===== src/rtl/apb_irq_ctrl.sv =====
// APB interrupt controller: per-source synchroniser/edge-capture lanes feeding a
// RIS/IM/MIS/ICR/EDGE/SWI register block behind a one-wait-state APB slave.

module apb_irq_lane #(
  parameter int SYNC_STAGES = 2
) (
  input  logic clk,
  input  logic rst,
  input  logic src,
  input  logic edge_mode,
  input  logic clr,
  input  logic set,
  output logic ris
);
  logic s, p, ev;

  if (SYNC_STAGES == 0) begin : g_nosync
    assign s = src;
  end else begin : g_sync
    logic [SYNC_STAGES-1:0] sync_q;
    always_ff @(posedge clk) begin
      if (rst) begin
        sync_q <= '0;
      end else begin
        sync_q[0] <= src;
        for (int i = 1; i < SYNC_STAGES; i++) sync_q[i] <= sync_q[i-1];
      end
    end
    assign s = sync_q[SYNC_STAGES-1];
  end

  assign ev = s & ~p;

  // Edge mode is sticky; a set on the same edge as a clear takes priority.
  always_ff @(posedge clk) begin
    if (rst) begin
      p   <= 1'b0;
      ris <= 1'b0;
    end else begin
      p <= s;
      if (!edge_mode)    ris <= s;
      else if (ev | set) ris <= 1'b1;
      else if (clr)      ris <= 1'b0;
    end
  end
endmodule

module apb_irq_ctrl #(
  parameter int          NUM_IRQ     = 9,
  parameter int          SYNC_STAGES = 2,
  parameter logic [15:0] BASE        = 16'h0F00
) (
  input  logic               clk,
  input  logic               rst,
  input  logic               PSEL,
  input  logic               PENABLE,
  input  logic               PWRITE,
  input  logic [15:0]        PADDR,
  input  logic [31:0]        PWDATA,
  output logic [31:0]        PRDATA,
  output logic               PREADY,
  output logic               PSLVERR,
  input  logic [NUM_IRQ-1:0] irq_src,
  output logic               irq
);
  typedef enum logic [1:0] {ST_IDLE, ST_WAIT, ST_DONE} apb_st_t;

  apb_st_t            state, state_nxt;
  logic [NUM_IRQ-1:0] ris, mis, im_q, edge_q, wdata, icr_stb, swi_stb;
  logic [4:0]         off;
  logic               blk_hit, map_hit, acc_err;
  logic               sel_ris, sel_im, sel_mis, sel_icr, sel_edge, sel_swi;
  logic               start, wr_en;
  logic [31:0]        rdata;
  logic               unused_pwdata;

  assign wdata         = PWDATA[NUM_IRQ-1:0];
  assign unused_pwdata = &{1'b0, PWDATA};

  // Address decode: block match ignores the low 5 bits of BASE.
  assign blk_hit  = (PADDR[15:5] == BASE[15:5]);
  assign off      = PADDR[4:0];
  assign sel_ris  = blk_hit & (off == 5'h04);
  assign sel_im   = blk_hit & (off == 5'h08);
  assign sel_mis  = blk_hit & (off == 5'h0C);
  assign sel_icr  = blk_hit & (off == 5'h10);
  assign sel_edge = blk_hit & (off == 5'h14);
  assign sel_swi  = blk_hit & (off == 5'h18);
  assign map_hit  = sel_ris | sel_im | sel_mis | sel_icr | sel_edge | sel_swi;
  assign acc_err  = ~map_hit | (PWRITE & (sel_ris | sel_mis));

  always_ff @(posedge clk) begin
    if (rst) state <= ST_IDLE;
    else     state <= state_nxt;
  end

  always_comb begin
    state_nxt = state;
    case (state)
      ST_IDLE: if (PSEL & PENABLE & ~PREADY) state_nxt = ST_WAIT;
      ST_WAIT: state_nxt = PSEL ? ST_DONE : ST_IDLE;
      default: state_nxt = ST_IDLE;
    endcase
  end

  always_comb begin
    start = 1'b0;
    wr_en = 1'b0;
    case (state)
      ST_IDLE: start = PSEL & PENABLE & ~PREADY;
      ST_WAIT: wr_en = PSEL & PENABLE & PWRITE & PREADY & ~PSLVERR;
      default: ;
    endcase
  end

  // PREADY/PSLVERR are loaded on entry to WAIT, so they cover exactly the second access cycle.
  always_ff @(posedge clk) begin
    if (rst) begin
      PREADY  <= 1'b0;
      PSLVERR <= 1'b0;
    end else begin
      PREADY  <= start;
      PSLVERR <= start & acc_err;
    end
  end

  always_ff @(posedge clk) begin
    if (rst) begin
      im_q   <= '0;
      edge_q <= '0;
      irq    <= 1'b0;
    end else begin
      if (wr_en & sel_im)   im_q   <= wdata;
      if (wr_en & sel_edge) edge_q <= wdata;
      irq <= |mis;
    end
  end

  assign icr_stb = {NUM_IRQ{wr_en & sel_icr}} & wdata;
  assign swi_stb = {NUM_IRQ{wr_en & sel_swi}} & wdata;
  assign mis     = ris & im_q;

  apb_irq_lane #(.SYNC_STAGES(SYNC_STAGES)) u_lane [NUM_IRQ-1:0] (
    .clk       (clk),
    .rst       (rst),
    .src       (irq_src),
    .edge_mode (edge_q),
    .clr       (icr_stb),
    .set       (swi_stb),
    .ris       (ris)
  );

  always_comb begin
    rdata = 32'hDEADBEEF;
    if (map_hit) begin
      rdata = '0;
      if (sel_ris)  rdata = 32'(ris);
      if (sel_im)   rdata = 32'(im_q);
      if (sel_mis)  rdata = 32'(mis);
      if (sel_edge) rdata = 32'(edge_q);
    end
  end

  assign PRDATA = PREADY ? rdata : 32'h0;
endmodule

===== config.mk =====
export PLATFORM = sky130hd
export DESIGN_NAME = apb_irq_ctrl
export DESIGN_NICKNAME = d
export VERILOG_FILES = /design/src/rtl/apb_irq_ctrl.sv
export SDC_FILE = /design/constraint.sdc
export NUM_CORES = 1
export LEC_CHECK = 0
export CAP_MARGIN = 20
export CORE_UTILIZATION = 50
export CTS_CLUSTER_SIZE = 30
export DETAILED_ROUTE_END_ITERATION = 12
export DONT_BUFFER_PORTS = 1
export HOLD_SLACK_MARGIN = 0.12
export PLACE_DENSITY = 0.71
export SLEW_MARGIN = 10
export SYNTH_ARGS = -nofsm -noshare
export SYNTH_HDL_FRONTEND = slang
export SYNTH_SLANG_ARGS = --single-unit

===== constraint.sdc =====
create_clock -name clk -period 2.9 [get_ports clk]
set_input_delay 0.145 -clock clk [delete_from_list [all_inputs] [get_ports clk]]
set_output_delay 0.145 -clock clk [all_outputs]
set_load 0.01 [all_outputs]

# [Yosys cells after proc, flatten, opt, wreduce, memory -nomap -nowiden]
# Index checks and enable logic that the tools add are counted.
[op_classes] eq_ne=18 mux=38 bitwise=57 reduce_logical=2
[op_table] op="two-way mux 32 bit" count=5
[op_table] op="two-way mux 1 bit" count=29
[op_table] op="bitwise AND 9 bit" count=3
[op_table] op="inequality test 3 x 1 -> 1 bit (second input constant)" count=9
[op_table] op="bitwise AND 1 bit" count=26
[op_table] op="OR 1 bit" count=16
[op_table] op="== test 5 bit (second input constant)" count=3
[op_table] op="NOT 1 bit" count=12
[op_table] op="== test 11 x 7 -> 1 bit (second input constant)" count=1
[op_table] op="== test 5 x 4 -> 1 bit (second input constant)" count=2
[op_table] op="two-way mux 9 bit" count=1
[op_table] op="OR reduction 9 bit" count=1
[op_table] op="== test 5 x 3 -> 1 bit (second input constant)" count=1
[op_table] op="two-way mux 2 bit" count=2
[op_table] op="case mux 2 bit (2 select lines)" count=1
[op_table] op="== test 2 x 1 -> 1 bit (second input constant)" count=1
[op_table] op="logical NOT 2 bit" count=1
[op_table] op="inequality test 2 bit (second input constant)" count=1
[word_totals] register_bits=59 out_inout_bits=35 elab_cells=148

# [Depth between registers and ports, before layout]
[logic_depth] ltp_word=10 ltp_mapped=7 ltp_nobuf=4

# [Cells and area by module]
# Synthesis repeated with hierarchy kept, for this count alone.
[unflattened] hier_cells=307 hier_area_um2=2841.5
[modules_own_cells] mod="apb_irq_ctrl" n_inst=1 cells_each=199 area_per_inst_um2=1737.9 seq_area_each_um2=460.4
[modules_own_cells] mod="apb_irq_lane" n_inst=9 cells_each=12 area_per_inst_um2=122.6 seq_area_each_um2=80.1

# [Worst setup path before layout]
# OpenSTA, ideal clock, no wires.
[synth_path] path_type="in2out" from="in PADDR[7]" to="out PRDATA[10]" t_arrival_ps=2223 path_slack_ps=532 path_stages=7 n_path_buf=3 cell_sequence="or4b_1 > buf_2 > or3_1 > buf_2 > nor4_4 > nor2b_1 > buf_4"
[synth_between] elab_chain_len=9
[synth_rtl] item="start, declared" line_no="58" rtl="input logic [15:0] PADDR,"
[synth_rtl] item="== test 11 x 7 -> 1 bit (*)" line_no="81" rtl="assign blk_hit = (PADDR[15:5] == BASE[15:5]);"
[synth_rtl] item="bitwise AND 1 bit (on tied branches)" line_no="83, 84"
[synth_rtl] item="OR 1 bit (5 in a row)" line_no="89" rtl="assign map_hit = sel_ris | sel_im | sel_mis | sel_icr | sel_edge | sel_swi;"
[synth_rtl] item="two-way mux 32 bit (*)" line_no="155" rtl="if (map_hit) begin"
[synth_rtl] item="two-way mux 32 bit (*)" line_no="164" rtl="assign PRDATA = PREADY ? rdata : 32'h0;"
[synth_rtl] item="end, declared" line_no="60" rtl="output logic [31:0] PRDATA,"
# Every way passes the cells marked *; elsewhere a longest branch is shown, timed or not.

# [Worst setup path after layout]
# Same ends and word-level chain as after synthesis.

==> results.yml <==
logic_synthesis:
  async_flop_share: 0
  yosysWarnings: 0
  ys.flop_type: "dfxtp_1"
  syn-instance-count: 372
  syn_area_per_cell_sq_um: 7.98
  synthDistinctLibCells: 41
  synth_area_sq_um: 2970
  ys_ff_latch: 59
  synth_edf_count: 0
  ys_seq_area_frac: 0.398
place:
  place_congestion: 0.851
  dp.final_hpwl_mm: 4.75
  portBuffers: 0
  dp_cells: 412
  post-place-ws_ns: 0.540
setup_path:
  worst-path-buf-inv: 0
  crit_required_ns: 2.76
  critPathMaxStageDelay_ns: 0.66
  path_cells: "or4b_1 -> or3_1 -> nor4_4 -> nor2b_4"
  critPathLaunchType: "primary input"
  critPathTopFamily: "simple AND/OR/NAND/NOR gates"
  crit_path_end_kind: "primary output"
  worst_path_max_delay_cell: "or4b_1"
  worstSetupPathType: "in -> out"
  cp_data_arrival_time_ns: 2.24
  cp_max_fo: 17
pwr:
  peakVddDrop_v: 0.000317
  p_per_area_nw_per_um2: 492
  p_leak_uw: 0.00112
  finalPower_uw: 1620
global_route:
  grt_max_degree: 57
  grt_pass1_wl_mm: 11.8
  grt_use_total: 0.253
  antenna_found_initial: 0
  grt_pass1_vias: 2335
  grt-ovfl-total: 0
clock_tree:
  clock-sinks: 59
  root_buffer: "clkbuf_8"
  cts_tree: "built"
  h-tree-depth: 3
  ctsLongestPathBuffers: 2
  cts.reportedPaths.clkPinSlew_ns: 0.06
  clk_latency_ns: 0.33
  cts_setup_buffers: 0
  cts_buffers: 9
timing:
  fin_crit_ns: 2.38
  fin_ws_ns: 0.517
  min_period_over_period: 0.822
  setup_viol: 0
  setup_tns_ns: 0
  maxSlewHeadroom: 0.305
  final_hold_viol_count: 0
  rsz0062_at_grt: "no"
  worst_pin_slew_ns: 1.04
  finalClockSkew_ns: 0.00526
  whs_ns: 0.139
  max_freq_mhz: 420
  drv_slew: 0
cells_and_area:
  fin_cells: 449
  seqCellArea_sq_um: 1180
  drive_above_1_share: 0.0743
  layout-area-overhead-vs-synth_pct: 10.9
  final_nets: 436
  antennaDiodeCount: 0
  multi_input_area_sq_um: 1480
  fillers: 518
drt:
  totalWireLength_mm: 7.40
  ant_nets: 0
  drc_errors: 0
  route.vias.total: 2660
  viasPerCell: 5.92
  wl_per_cell_microns: 16.5
  first_pass_iters: 5
  drt_iter0_drc: 266
floorplan:
  ioPinCount: 97
  start_util: 0.529
  std_cell_rows: 27
  die_x_microns: 79.0
  dieArea_sq_um: 6250
  core_area_sq_um: 5610
  fp.dieH_microns: 79.0
status:
  status: "finished, final reports clean"
hold_path:
  hp-class: "in -> reg"
run:
  drv_cap: 0
-- worst min-delay path, delay by kind of cell --
kind / cells / cell delay (ns)
AND/OR/NAND/NOR: 2 / 0.20
AO/OA/AOI/OAI: 1 / 0.08
-- layout by cell type (no fill, tap or decap), types with 6 or more instances in the layout --
cell	Yosys	layout
dfxtp_1	59	59
conb_1	1	6
nand2b_1	13	13
a21oi_1	24	24
a31oi_1	8	8
nor2b_1	22	21
o21ai_0	19	19
nand3_1	13	13
o31ai_1	16	16
o311ai_1	9	9
nand4_1	9	9
inv_1	21	21
clkbuf_8	0	11
nand2_1	20	20
dlygate4sd3_1	0	22
o211ai_1	10	10
buf_4	22	7
nor2_1	42	42
-- routing by layer --
layer / vias to the layer above / global-route usage / share of wire
met1: 1221 / 0.320 / 0.44
met2: 128 / 0.402 / 0.45
met5: - / 0 / 0
met4: 0 / 0.0836 / 0.021
met3: 17 / 0.0862 / 0.087
li1: 1294 / - / -
-- layout make-up --
type | count | share of cell area
Clock buffer | 11 | 0.0460
Clock inverter | 3 | 0.00456
Tap cell | 72 | 0.0274
Multi-Input combinational cell | 253 | 0.450
Timing Repair Buffer | 30 | 0.0889
Inverter | 21 | 0.0239
Sequential cell | 59 | 0.359
-- final timing paths --
path	endpoint	slack [ns]	from	cells after the start
setup reg to reg	u_lane[4].ris$_SDFFE_PP0P_	0.83	PSLVERR$_SDFF_PP0_	5
hold reg to reg	u_lane[8].g_sync.sync_q[1]$_SDFF_PP0_	0.43	u_lane[8].g_sync.sync_q[0]$_SDFF_PP0_	1
setup / recovery	PRDATA[10]	0.52	PADDR[7]	4
hold / removal	PSLVERR$_SDFF_PP0_	0.14	PWRITE	3
-- per-stage QoR --
stage | area (sq um) | util
finish | 3290 | 0.587
detailed placement | 2890 | 0.515
global placement | 2890 | 0.515
floorplan | 2990 | -
global route | 3290 | 0.587
CTS | 3280 | 0.585
-- what timing repair did --
| item | CTS | global route |
|---|---|---|
| hold buffers | 22 | 1 |
| endpoints found under the hold margin | 59 | 1 |
| resized for setup | 0 | 0 |
-- sequential cells by signal, indices dropped and copies added, names as in the netlist --
signal / count
PREADY: 1
PSLVERR: 1
edge_q: 9
im_q: 9
irq: 1
state: 2
u_lane.g_sync.sync_q: 18
u_lane.p: 9
u_lane.ris: 9
-- cells by family after synthesis --
family                 count (synthesis)  share of synthesized area
other                                  1                    0.00126
AND/OR/NAND/NOR                      151                      0.280
buffers and inverters                 65                      0.111
flip-flops                            59                      0.398
AO/OA/AOI/OAI                         96                      0.210
-- Yosys cell counts (all sizes together) (5+ instances only) --
library cell | count | area [sq um]
a21oi | 24 | 120
a31oi | 8 | 50.1
and3 | 5 | 31.3
buf | 30 | 199
clkbuf | 14 | 52.6
dfxtp | 59 | 1180
inv | 21 | 78.8
nand2 | 20 | 75.1
nand2b | 13 | 81.3
nand3 | 13 | 65.1
nand4 | 9 | 56.3
nor2 | 42 | 158
nor2b | 22 | 138
o211ai | 10 | 75.1
o21ai | 19 | 95.1
o311ai | 9 | 78.8
o31ai | 16 | 120
-- power breakdown --
group	leakage, uW	total, uW	switching, uW	internal (uW)
Combinational	0.000550	129	74.7	54.7
Clock	0.0000908	650	308	342
Sequential	0.000481	841	9.52	831
Power figures use the tool's default switching activity.
